===== src/rtl/axis_stream_arbiter_pkg.sv =====
// Shared constants and helpers for the packet-granular AXI-Stream arbiter.
package axis_stream_arbiter_pkg;

    localparam logic [0:0] ST_IDLE = 1'b0;
    localparam logic [0:0] ST_PASS = 1'b1;

    // Smallest r with 2**r >= n; used to validate the grant index width.
    function automatic int unsigned clog2(input int unsigned n);
        int unsigned r;
        r = 0;
        for (int unsigned i = 0; i < 32; i++) begin
            if ((64'd1 << i) < 64'(n)) r = i + 1;
        end
        return r;
    endfunction

endpackage


===== src/rtl/axis_stream_arbiter_if.sv =====
// Bundles the N requester streams and the single arbitrated output stream.
interface axis_stream_arbiter_if #(
    parameter int unsigned NUM_PORTS       = 4,
    parameter int unsigned AXIS_DATA_WIDTH = 32
);
    logic [NUM_PORTS-1:0]                 i_axis_in_tuser;
    logic [NUM_PORTS-1:0]                 i_axis_in_tvalid;
    logic [NUM_PORTS-1:0]                 o_axis_in_tready;
    logic [NUM_PORTS-1:0]                 i_axis_in_tlast;
    logic [NUM_PORTS*AXIS_DATA_WIDTH-1:0] i_axis_in_tdata;
    logic                                 o_axis_out_tuser;
    logic                                 o_axis_out_tvalid;
    logic                                 i_axis_out_tready;
    logic                                 o_axis_out_tlast;
    logic [AXIS_DATA_WIDTH-1:0]           o_axis_out_tdata;

    // Arbiter side
    modport slave (
        input  i_axis_in_tuser, i_axis_in_tvalid, i_axis_in_tlast, i_axis_in_tdata,
        input  i_axis_out_tready,
        output o_axis_in_tready,
        output o_axis_out_tuser, o_axis_out_tvalid, o_axis_out_tlast, o_axis_out_tdata
    );

    // Requesters plus downstream consumer
    modport master (
        output i_axis_in_tuser, i_axis_in_tvalid, i_axis_in_tlast, i_axis_in_tdata,
        output i_axis_out_tready,
        input  o_axis_in_tready,
        input  o_axis_out_tuser, o_axis_out_tvalid, o_axis_out_tlast, o_axis_out_tdata
    );
endinterface


===== src/rtl/axis_stream_arbiter_rr_priority_select.sv =====
// Round-robin pick: first set request strictly after last_grant, wrapping.
module rr_priority_select #(
    parameter int unsigned NUM_PORTS = 4,
    parameter int unsigned ID_WIDTH  = 2
) (
    input  logic [NUM_PORTS-1:0] req_i,
    input  logic [ID_WIDTH-1:0]  last_grant_i,
    output logic                 found_o,
    output logic [ID_WIDTH-1:0]  next_id_o
);

    logic [2*NUM_PORTS-1:0] dbl_c;
    logic [NUM_PORTS-1:0]   rot_c;
    int unsigned            start_c;
    logic                   hit_c;

    // Rotate so the highest-priority port lands at bit 0, then take the lowest set bit.
    always_comb begin
        start_c   = (32'(last_grant_i) + 32'd1) % NUM_PORTS;
        dbl_c     = {req_i, req_i};
        rot_c     = NUM_PORTS'(dbl_c >> start_c);
        found_o   = |req_i;
        next_id_o = '0;
        hit_c     = 1'b0;
        for (int unsigned i = 0; i < NUM_PORTS; i++) begin
            if (rot_c[i] && !hit_c) begin
                hit_c     = 1'b1;
                next_id_o = ID_WIDTH'((start_c + i) % NUM_PORTS);
            end
        end
    end

endmodule


===== src/rtl/axis_stream_arbiter.sv =====
// Packet-granular round-robin arbiter: holds a grant from first beat to tlast.
module axis_stream_arbiter
    import axis_stream_arbiter_pkg::*;
#(
    parameter int unsigned NUM_PORTS       = 4,
    parameter int unsigned AXIS_DATA_WIDTH = 32,
    parameter int unsigned ID_WIDTH        = 2,
    parameter int unsigned COUNT_WIDTH     = 32
) (
    input  logic                   i_axi_clk,
    input  logic                   i_axi_rst,
    input  logic [NUM_PORTS-1:0]   i_port_en,
    axis_stream_arbiter_if.slave   axis,
    output logic [ID_WIDTH-1:0]    o_grant_id,
    output logic                   o_busy,
    output logic [COUNT_WIDTH-1:0] o_pkt_count
);

    if (ID_WIDTH != clog2(NUM_PORTS)) begin : g_bad_id_width
        $error("ID_WIDTH must equal clog2(NUM_PORTS)");
    end

    logic [0:0]             state_q, state_d;
    logic [ID_WIDTH-1:0]    grant_q, grant_d;
    logic [ID_WIDTH-1:0]    last_q, last_d;
    logic                   busy_q, busy_d;
    logic [COUNT_WIDTH-1:0] cnt_q, cnt_d;

    logic [NUM_PORTS-1:0]       req_c;
    logic                       found_c;
    logic [ID_WIDTH-1:0]        next_id_c;
    logic                       sel_valid_c, sel_last_c, sel_user_c;
    logic [AXIS_DATA_WIDTH-1:0] sel_data_c;
    logic [NUM_PORTS-1:0]       in_ready_c;
    logic                       out_valid_c, out_last_c, out_user_c;
    logic [AXIS_DATA_WIDTH-1:0] out_data_c;

    assign req_c = axis.i_axis_in_tvalid & i_port_en;

    rr_priority_select #(
        .NUM_PORTS (NUM_PORTS),
        .ID_WIDTH  (ID_WIDTH)
    ) u_rr_sel (
        .req_i        (req_c),
        .last_grant_i (last_q),
        .found_o      (found_c),
        .next_id_o    (next_id_c)
    );

    // Grant mux; out-of-range grant codes select nothing.
    always_comb begin
        sel_valid_c = 1'b0;
        sel_last_c  = 1'b0;
        sel_user_c  = 1'b0;
        sel_data_c  = '0;
        for (int unsigned k = 0; k < NUM_PORTS; k++) begin
            if (grant_q == ID_WIDTH'(k)) begin
                sel_valid_c = axis.i_axis_in_tvalid[k];
                sel_last_c  = axis.i_axis_in_tlast[k];
                sel_user_c  = axis.i_axis_in_tuser[k];
                sel_data_c  = axis.i_axis_in_tdata[k*AXIS_DATA_WIDTH +: AXIS_DATA_WIDTH];
            end
        end
    end

    always_comb begin
        state_d     = state_q;
        grant_d     = grant_q;
        last_d      = last_q;
        busy_d      = busy_q;
        cnt_d       = cnt_q;
        out_valid_c = 1'b0;
        out_last_c  = 1'b0;
        out_user_c  = 1'b0;
        out_data_c  = '0;
        in_ready_c  = '0;
        case (state_q)
            ST_IDLE: begin
                if (found_c) begin
                    grant_d = next_id_c;
                    busy_d  = 1'b1;
                    state_d = ST_PASS;
                end
            end
            ST_PASS: begin
                out_valid_c = sel_valid_c;
                out_last_c  = sel_last_c;
                out_user_c  = sel_user_c;
                out_data_c  = sel_data_c;
                for (int unsigned k = 0; k < NUM_PORTS; k++) begin
                    in_ready_c[k] = (grant_q == ID_WIDTH'(k)) && axis.i_axis_out_tready;
                end
                if (sel_valid_c && axis.i_axis_out_tready && sel_last_c) begin
                    last_d  = grant_q;
                    cnt_d   = cnt_q + COUNT_WIDTH'(1);
                    busy_d  = 1'b0;
                    state_d = ST_IDLE;
                end
            end
            default: state_d = ST_IDLE;
        endcase
    end

    always_ff @(posedge i_axi_clk or negedge i_axi_rst) begin
        if (!i_axi_rst) begin
            state_q <= ST_IDLE;
            grant_q <= '0;
            last_q  <= ID_WIDTH'(NUM_PORTS - 1);
            busy_q  <= 1'b0;
            cnt_q   <= '0;
        end else begin
            state_q <= state_d;
            grant_q <= grant_d;
            last_q  <= last_d;
            busy_q  <= busy_d;
            cnt_q   <= cnt_d;
        end
    end

    // Data path is a zero-latency pass-through while a packet is granted.
    assign axis.o_axis_in_tready  = in_ready_c;
    assign axis.o_axis_out_tvalid = out_valid_c;
    assign axis.o_axis_out_tlast  = out_last_c;
    assign axis.o_axis_out_tuser  = out_user_c;
    assign axis.o_axis_out_tdata  = out_data_c;
    assign o_grant_id             = grant_q;
    assign o_busy                 = busy_q;
    assign o_pkt_count            = cnt_q;

endmodule

===== src/flat_wrapper.sv =====
// flat-port wrapper written by rule: the top's interface ports become plain ports
module axis_stream_arbiter_flat import axis_stream_arbiter_pkg::*;
#(
    parameter int unsigned NUM_PORTS       = 4,
    parameter int unsigned AXIS_DATA_WIDTH = 32,
    parameter int unsigned ID_WIDTH        = 2,
    parameter int unsigned COUNT_WIDTH     = 32
)
  (i_axi_clk, i_axi_rst, i_port_en, o_grant_id, o_busy, o_pkt_count, axis_i_axis_in_tuser, axis_i_axis_in_tvalid, axis_i_axis_in_tlast, axis_i_axis_in_tdata, axis_i_axis_out_tready, axis_o_axis_in_tready, axis_o_axis_out_tuser, axis_o_axis_out_tvalid, axis_o_axis_out_tlast, axis_o_axis_out_tdata);
  axis_stream_arbiter_if #(.NUM_PORTS(NUM_PORTS), .AXIS_DATA_WIDTH(AXIS_DATA_WIDTH)) axis_i ();
  input  logic i_axi_clk;
  input  logic i_axi_rst;
  input  logic [NUM_PORTS-1:0] i_port_en;
  output logic [ID_WIDTH-1:0] o_grant_id;
  output logic o_busy;
  output logic [COUNT_WIDTH-1:0] o_pkt_count;
  input wire logic [$bits(axis_i.i_axis_in_tuser)-1:0] axis_i_axis_in_tuser;
  input wire logic [$bits(axis_i.i_axis_in_tvalid)-1:0] axis_i_axis_in_tvalid;
  input wire logic [$bits(axis_i.i_axis_in_tlast)-1:0] axis_i_axis_in_tlast;
  input wire logic [$bits(axis_i.i_axis_in_tdata)-1:0] axis_i_axis_in_tdata;
  input wire logic [$bits(axis_i.i_axis_out_tready)-1:0] axis_i_axis_out_tready;
  output wire logic [$bits(axis_i.o_axis_in_tready)-1:0] axis_o_axis_in_tready;
  output wire logic [$bits(axis_i.o_axis_out_tuser)-1:0] axis_o_axis_out_tuser;
  output wire logic [$bits(axis_i.o_axis_out_tvalid)-1:0] axis_o_axis_out_tvalid;
  output wire logic [$bits(axis_i.o_axis_out_tlast)-1:0] axis_o_axis_out_tlast;
  output wire logic [$bits(axis_i.o_axis_out_tdata)-1:0] axis_o_axis_out_tdata;
  assign axis_i.i_axis_in_tuser = axis_i_axis_in_tuser;
  assign axis_i.i_axis_in_tvalid = axis_i_axis_in_tvalid;
  assign axis_i.i_axis_in_tlast = axis_i_axis_in_tlast;
  assign axis_i.i_axis_in_tdata = axis_i_axis_in_tdata;
  assign axis_i.i_axis_out_tready = axis_i_axis_out_tready;
  assign axis_o_axis_in_tready = axis_i.o_axis_in_tready;
  assign axis_o_axis_out_tuser = axis_i.o_axis_out_tuser;
  assign axis_o_axis_out_tvalid = axis_i.o_axis_out_tvalid;
  assign axis_o_axis_out_tlast = axis_i.o_axis_out_tlast;
  assign axis_o_axis_out_tdata = axis_i.o_axis_out_tdata;
  axis_stream_arbiter #(.NUM_PORTS(NUM_PORTS), .AXIS_DATA_WIDTH(AXIS_DATA_WIDTH), .ID_WIDTH(ID_WIDTH), .COUNT_WIDTH(COUNT_WIDTH)) u_core (.i_axi_clk(i_axi_clk), .i_axi_rst(i_axi_rst), .i_port_en(i_port_en), .axis(axis_i), .o_grant_id(o_grant_id), .o_busy(o_busy), .o_pkt_count(o_pkt_count));
endmodule

===== config.mk =====
export PLATFORM = sky130hd
export DESIGN_NAME = axis_stream_arbiter_flat
export DESIGN_NICKNAME = d
export VERILOG_FILES = /design/src/rtl/axis_stream_arbiter_pkg.sv /design/src/rtl/axis_stream_arbiter_if.sv /design/src/rtl/axis_stream_arbiter_rr_priority_select.sv /design/src/rtl/axis_stream_arbiter.sv /design/src/flat_wrapper.sv
export SDC_FILE = /design/constraint.sdc
export NUM_CORES = 1
export LEC_CHECK = 0
export CORE_MARGIN = 2
export CORE_UTILIZATION = 30
export CTS_BUF_LIST = sky130_fd_sc_hd__clkbuf_16
export DETAILED_ROUTE_END_ITERATION = 6
export GPL_TIMING_DRIVEN = 0
export PLACE_DENSITY = 0.73
export SETUP_SLACK_MARGIN = 0.3
export SYNTH_ARGS = -nofsm -noshare
export SYNTH_HDL_FRONTEND = slang
export SYNTH_HIERARCHICAL = 1
export SYNTH_SLANG_ARGS = --single-unit

===== constraint.sdc =====
create_clock -name i_axi_clk -period 3.3 [get_ports i_axi_clk]
set_clock_uncertainty 0.15 [all_clocks]
set_input_delay 0.99 -clock i_axi_clk [delete_from_list [all_inputs] [get_ports i_axi_clk]]
set_output_delay 0.99 -clock i_axi_clk [all_outputs]
set_load 0.01 [all_outputs]

### Yosys cells after proc, flatten, opt, wreduce, memory -nomap -nowiden

Index checks and enable logic that the tools add are counted.
W data, S select, Z words.

* reductions and logical operators: 17
* muxes and demuxes: 34
* shift-type cells: 1
* equality and inequality tests: 5
* bitwise gates (word level): 2
* $add $sub $neg: 5

Operators by type and width (number)
* $mux W32: 5
* $add A32 B1 Y32 const B: 1
* $mux W1: 22
* $logic_and A1 B1 Y1: 9
* $mux W2: 4
* $shr A8 B2 Y4: 1
* $reduce_and A2 Y1: 3
* $add A2 B1 Y2 const B: 2
* $add A2 B2 Y2 const B: 2
* $and A4 B4 Y4: 1
* $eq A2 B2 Y1 const B: 2
* $mux W4: 1
* $pmux W1 S2: 2
* $reduce_or A4 Y1: 1
* $logic_not A1 Y1: 3
* $eq A2 B1 Y1 const B: 1
* $logic_not A2 Y1: 1
* $ne A2 B1 Y1 const B: 1
* $ne A2 B2 Y1 const B: 1
* $not A1 Y1: 1

* word-level logic and storage cells: 69
* flip-flop bits (word level): 38

### Depth between registers and ports, before layout

Gate-level depths: netlist of the first run.

* word-level depth: 12
* depth in mapped cells: 7
* gate-level depth less buffers: 6

### Modules after synthesis

Netlist of the first run, hierarchy kept.

By module, submodules not included
* axis_stream_arbiter: cells an instance 263, area each 2861.5 µm², instances 1
* rr_priority_select: cells an instance 14, area each 81.3 µm², instances 1

### Least setup slack after synthesis of the first run

No wires, ideal clock.

* path type: input port to output port
* from: in axis_i_axis_in_tlast[1]
* to: out axis_o_axis_out_tlast
* arrival time: 1819 ps
* path buffers: 0
* cell stages on the path: 2
* slack: 341 ps
* cell sequence: mux4_1 > and2_1

* longest elaborated chain between the ends: 4

RTL lines
* from (decl): RTL line flat_wrapper.sv:19 `input wire logic [$bits(axis_i.i_axis_in_tlast)-1:0] axis_i_axis_in_tlast;`
* $mux W1 (3 in series): RTL line axis_stream_arbiter.sv:57 `if (grant_q == ID_WIDTH'(k)) begin`
* $mux W1: RTL line axis_stream_arbiter.sv:77 `case (state_q)`
* to (decl): RTL line flat_wrapper.sv:25 `output wire logic [$bits(axis_i.o_axis_out_tlast)-1:0] axis_o_axis_out_tlast;`

No other way between the ends.

### Worst setup path after layout of the first run

* from: in axis_i_axis_in_tdata[95]
* to: out axis_o_axis_out_tdata[31]

* longest elaborated chain between the ends: 3

RTL lines
* from (decl): RTL line flat_wrapper.sv:20 `input wire logic [$bits(axis_i.i_axis_in_tdata)-1:0] axis_i_axis_in_tdata;`
* $mux W32 (2 in series): RTL line axis_stream_arbiter.sv:57
* $mux W32: RTL line axis_stream_arbiter.sv:77
* to (decl): RTL line flat_wrapper.sv:26 `output wire logic [$bits(axis_i.o_axis_out_tdata)-1:0] axis_o_axis_out_tdata;`

No other way between the ends.

==> metrics, run 1 <==
die outline width 103 µm; gpl congestion 0.849; Critical Path RT 2.16 ns; Vias 3,193; Clock Tree Root clkbuf_16; most frequent cells in the layout buf_2 (139), clkdlybuf4s50_1 (39), dfrtp_1 (35); initial antenna violation count 10; reg-to-reg slack, setup 0.81 ns; FP Rows 36; Post-synth EDFFs 0; Min-Delay Path Class flop to flop; cts bufs inserted 5; P&R area growth vs syn 69.8%; Synth Cell Area 2940 µm²; capturing element type of the critical path primary output; Seq/Total Area, Yosys 32.4%; nature of the critical path startpoint input pin; asr flop ratio synth 100%; Avg Cell Area, Syn approximately 11 µm²; Total Wirelength about 13,000 µm; Max H-tree Level 2; Worst Hold Launch u_core/o_pkt_count[31]; DR DRC count 0; Max Cap Violations 0; Hold Buf Count CTS 0; status completed; per-cell routed wire length 19.2 µm; crit path time final 3.00 ns; Initial Utilization 30.5%; final period utilization 91.0%; Max Freq 333 MHz; Post-Syn Nets 425; Die Y between 100 and 150 µm; Yosys cell types 37; Yosys reg bits 38; drt initial violations 74; power density over the cells 701 nW/µm²; WP data arrival 1.86 ns; Peak VDD IR between 0.3 and 0.4 mV; first-pass GRT wire length 18,100 µm; clk slew on worst S/H paths 0.06 ns; Sum Neg Setup Slack 0 ns; Overflow after GRT 0; clk buf depth 2; gr usage total 22.6%; pin count of the biggest net entering global routing 39; commonest non-fill, non-tap cell in the layout buf_2; # IOs 221; Worst Tran Pin Value 0.852 ns; clk sinks 38; layout net count about 660; Post-Synthesis Cells 277; pre-CTS setup slack -0.625 ns; Worst Setup Path Type input pin to primary output; core area a little under 10,000 µm²; dpl hpwl 10,400 µm; WHS 0.318 ns; CTS tree done; hold depth 1; ANT nets after route 0; vias per inst around 4.9; worst-path maximum fanout 2; R2R Path End u_core/o_pkt_count[20]; PnR worst setup slack 0.296 ns; vias in the first global route 3,296; fraction of layout cells with a size suffix above 1 53.6%; Reg-to-Reg Start u_core/o_grant_id[0]; FILL cells 986; final setup violation count 0; worst skew pair latency 0.27 ns; Top FF cell, synth dfrtp_1; Pre-antenna DRT Iters 4; P_leak 2.34 nW; Port Buffer Count between 200 and 250; max-slew violations 0; Reg2Reg Depth 9; RSZ-0062 raised after global routing true; Yosys warnings 6; total power roughly 3.5 mW; final hold viol count 0; worst hold path endpoint u_core/o_pkt_count[31]; max_slew headroom 43.2%; die area 10,600 µm²
==> final cells by class <==
type	count	area, µm²	share of cell area, %
well taps	133	166	3.33
diodes	8	20.0	0.401
inverters	9	33.8	0.676
clock buffers	5	125	2.50
repair buffers	232	1590	31.9
flip-flops and latches	38	955	19.1
multi-input cells	216	1960	39.1
clock inverters	3	16.3	0.325
plain buffers	14	131	2.63
==> where the power goes <==
part / switching, mW / leakage (nW) / total, mW / internal [mW]
sequential: 0.0785 / 0.481 / 0.612 / 0.533
combinational: 1.01 / 1.79 / 2.44 / 1.42
clock: 0.179 / 0.0673 / 0.454 / 0.275
==> per-layer routing <==
layer,vias to the layer above,global-route usage (%),wire [µm]
li1,1476,-,-
met1,1557,25.2,4610
met2,132,41.4,6670
met3,24,5.63,988
met4,4,8.40,318
met5,-,0,38
==> critical path: stages <==
cell and delay (ns):
buf_2 0.10, mux4_2 0.47, and2_4 0.18, buf_6 0.12
==> synth_stat cells, types with 2 or more instances <==
| master | instances | share of area (%) |
|---|---|---|
| and2_1 | 39 | 8.3 |
| dfrtp_1 | 36 | 31 |
| mux4_2 | 33 | 25 |
| nor2_1 | 30 | 3.8 |
| nand2_1 | 24 | 3.1 |
| xor2_1 | 19 | 5.7 |
| xnor2_1 | 11 | 3.3 |
| nand4_1 | 10 | 2.1 |
| inv_1 | 9 | 1.1 |
| nor3_1 | 9 | 1.5 |
| nand3_1 | 8 | 1.4 |
| clkbuf_1 | 7 | 0.89 |
| buf_2 | 5 | 0.85 |
| mux2i_1 | 4 | 1.4 |
| nor4_1 | 4 | 0.85 |
| a21oi_1 | 3 | 0.51 |
| dfstp_2 | 2 | 1.8 |
| nor2b_1 | 2 | 0.43 |
| o21ai_0 | 2 | 0.34 |
| or2_2 | 2 | 0.43 |
| or3_1 | 2 | 0.43 |
==> state kept, by name, indices dropped and copies added (netlist names) <==
register,count
u_core/o_pkt_count,32
u_core/last_q,2
u_core/o_grant_id,2
u_core/o_busy,1
u_core/state_q,1
==> stage by stage <==
stage | util (%) | instance area [µm²] | cells
finish | 51.8 | 5000 | 658
global route | 51.8 | 5000 | 658
CTS | 50.8 | 4900 | 644
detailed placement | 55.0 | 5310 | 630
global placement | 55.1 | 5310 | 630
floorplan | - | 2940 | 277
==> how the worst max path moves through the flow <==
stage                                    startpoint                        end  slack (ns)  depth (start not counted)
after floorplan             axis_i_axis_in_tlast[1]      axis_o_axis_out_tlast        0.34                          2
after global placement      axis_i_axis_in_tlast[1]      axis_o_axis_out_tlast       -0.61                          4
after detailed placement    axis_i_axis_in_tlast[1]      axis_o_axis_out_tlast       -0.63                          4
after CTS                   axis_i_axis_in_tlast[0]      axis_o_axis_out_tlast        0.18                          4
after global routing      axis_i_axis_in_tdata[100]   axis_o_axis_out_tdata[4]        0.28                          4
final                      axis_i_axis_in_tdata[95]  axis_o_axis_out_tdata[31]        0.30                          4
==> what timing repair did <==
action,CTS,global route
endpoints found under the setup margin,39,31
pin swaps,1,1
resized for setup,636,29
buffers inserted,6,6
==> logic make-up (layout without fill, tap and decap cells) <==
group	Yosys count	in the layout	synth area share (%)
xor+xnor	31	31	9.48
simple gates	137	137	24.1
fa+ha+maj	1	1	0.425
buf+inv	23	263	3.40
flops	38	38	32.4
other cells	0	8	0
compound gates	8	8	2.25
mux	39	39	27.9
Power figures use the tool's default switching activity.
==> inputs of run 2 (changes only) <==
CORE_UTILIZATION = 35   (was 30)
PLACE_DENSITY = 0.83   (was 0.73)
==> run 2 against run 1 <==
  * Final cell count shrank 6.2%
  * Critical path depth is the same
  * Clock-buffer cell count is the same
  * Worst hold slack gained 0.0029 ns
  * Wire length shrank 0.71%
  * Power shrank 1.5%
  * Final area grew 0.23%
  * Die area shrank 14%
  * Critical endpoint is now axis_o_axis_out_tdata[8]
  * Largest power group unchanged
==> metrics, run 2 (synthesized netlist as in run 1, its figures left out) <==
first-pass GRT wire length 17,900 µm (-1.1%); clock share of power 12.9% (about the same); core area 8180 µm² (-15%); reg-to-reg slack, setup 1.05 ns (+0.24 ns); crit path time final 3.03 ns (+0.0294 ns); per-cell routed wire length 20.3 µm (+5.9%); Min-Delay Path Class flop to flop; Max Cap Violations 0 (unchanged); worst-path maximum fanout 1 (-1); most frequent cells in the layout buf_2 (122), buf_6 (47), clkdlybuf4s50_1 (39); die outline width 95.7 µm (-7.1%); gr usage total 26.6% (+4.0 points); Register Area 955 µm² (unchanged); Hold Buf Count CTS 0 (unchanged); fraction of layout cells with a size suffix above 1 52.4% (-1.2 points); layout net count 657 (-1.1%); ANT nets after route 0 (unchanged); capturing element type of the critical path primary output; dpl hpwl 10,400 µm (+0.45%); max_slew headroom 43.7% (+0.47 points); drt initial violations 166 (+120%); hold depth 1 (unchanged); status completed; Largest register FFs 32 (unchanged); Sum Neg Setup Slack 0 ns (unchanged); Inst Count DP 602 (-4.4%); Total Wirelength 12,500 µm (-0.71%); final setup violation count 0 (unchanged); final hold viol count 0 (unchanged); clk slew on worst S/H paths 0.05 ns (about the same); Reg-to-Reg Start u_core/o_grant_id[0]; FILL cells 724 (-27%); power density over the cells 689 nW/µm² (-1.7%); cts bufs inserted 5 (unchanged); vias in the first global route 3,305 (+0.27%); clk sinks 38 (unchanged); vias per inst 5.14 (+5.9%); max-slew violations 0 (unchanged); Final Instance Area 5010 µm² (+0.23%); # IOs 221 (unchanged); Logic pwr share 69.5% (about the same); gpl congestion 0.933 (+9.9%); RSZ-0062 raised after global routing true; Critical Path RT 2.16 ns (about the same); CTS tree done; placed inst area 5270 µm² (-0.66%); worst hold path endpoint u_core/o_pkt_count[31]; Pre-antenna DRT Iters 4 (unchanged); Max H-tree Level 2 (unchanged); Port Buffer Count 220 (unchanged); pin count of the biggest net entering global routing 39 (unchanged); Overflow after GRT 0 (unchanged); P_leak 2.34 nW (+0.27%); Initial Utilization 36.0% (+5.5 points); Max Freq 330 MHz (-0.97%); worst skew pair latency 0.28 ns (about the same); WP data arrival 1.89 ns (+0.03 ns); DR DRC count 0 (unchanged); Multi-input gate area 1950 µm² (-0.26%); R2R Path End u_core/o_pkt_count[20]; Switching Fraction 36.4% (+0.17 points); nature of the critical path startpoint input pin; Vias 3,171 (-0.69%); final period utilization 91.9% (+0.89 points); Die Y 95.7 µm (-7.1%); P_sw 1.26 mW (-1.1%); P&R area growth vs syn 70.2%; initial antenna violation count 4 (-6); Clock Tree Root clkbuf_16; FP Rows 33 (-8.3%); Final Non-Filler Cells 617 (-6.2%); die area 9160 µm² (-14%); sequential power share 17.7% (+0.2 points); clk buf depth 2 (unchanged); Reg2Reg Depth 7 (-2); Worst Setup Path Type input pin to primary output; Worst Hold Launch u_core/o_pkt_count[31]; Pint 2.19 mW (-1.8%); Worst Tran Pin Value 0.845 ns (-0.00710 ns); Peak VDD IR 0.332 mV (+7.5%); commonest non-fill, non-tap cell in the layout buf_2
==> run 2: cell types whose count changed in the layout (fill, tap and decap cells not counted), moves of 2 or more <==
cell / before / now
diode_2: 8 / 2
clkinv_1: 1 / 3
clkbuf_2: 10 / 7
buf_2: 139 / 122
buf_4: 13 / 7
buf_6: 27 / 47
==> run 2: area by class of cell <==
type	instances	area share, %
Sequential cell	38	19.1
Tap cell	105	2.62
Antenna cell	2	0.0999
Clock buffer	5	2.50
Inverter	9	0.674
Timing Repair Buffer	225	33.3
Multi-Input combinational cell	216	38.9
Buffer	14	2.62
Clock inverter	3	0.225
==> run 2: repair_timing <==
item                       in CTS  in global routing
buffers inserted                5                  0
setup endpoints to repair      39                 33
gates resized for setup       645                 49
pin swaps                       1                  0
==> run 2: layer usage <==
layer  GRT usage (%)  routed length (µm)
met5               0                  26
met4            7.38                 233
met3            9.08                1220
met2            46.4                6430
met1            31.0                4620
==> run 2: how the worst max path moves through the flow <==
stage	depth (start not counted)	end	slack, ns	from
after floorplan	2	axis_o_axis_out_tlast	0.34	axis_i_axis_in_tlast[1]
after global routing	4	axis_o_axis_out_tdata[8]	0.26	axis_i_axis_in_tdata[104]
after global placement	4	axis_o_axis_out_tlast	-0.60	axis_i_axis_in_tlast[1]
after CTS	4	axis_o_axis_out_tlast	0.17	axis_i_axis_in_tlast[3]
after detailed placement	4	axis_o_axis_out_tlast	-0.61	axis_i_axis_in_tlast[0]
final	4	axis_o_axis_out_tdata[8]	0.27	axis_i_axis_in_tdata[104]
==> run 2: power by group through the flow <==
stage               clock network (mW)  logic [mW]  registers [mW]
floorplan                            0        1.12           0.620
global placement                     0        2.20           0.611
detailed placement                   0        2.22           0.616
CTS                              0.451        2.26           0.607
global route                     0.473        2.53           0.619
finish                           0.443        2.40           0.609
==> run 2: worst max-delay path, stage by stage <==
cell    delay (ns)
buf_6         0.09
mux4_2        0.51
and2_4        0.19
buf_6         0.11
==> run 2: metrics by stage <==
stage / worst slack (ns) / utilization [%] / hold slack [ns] / power, mW
finish: 0.267 / 61.3 / 0.321 / 3.45
global route: 0.265 / 61.2 / 0.336 / 3.62
global placement: -0.602 / 64.5 / 0.309 / 2.82
floorplan: 0.341 / - / 0.328 / 1.74
CTS: 0.171 / 59.4 / 0.323 / 3.32
detailed placement: -0.613 / 64.5 / 0.315 / 2.84
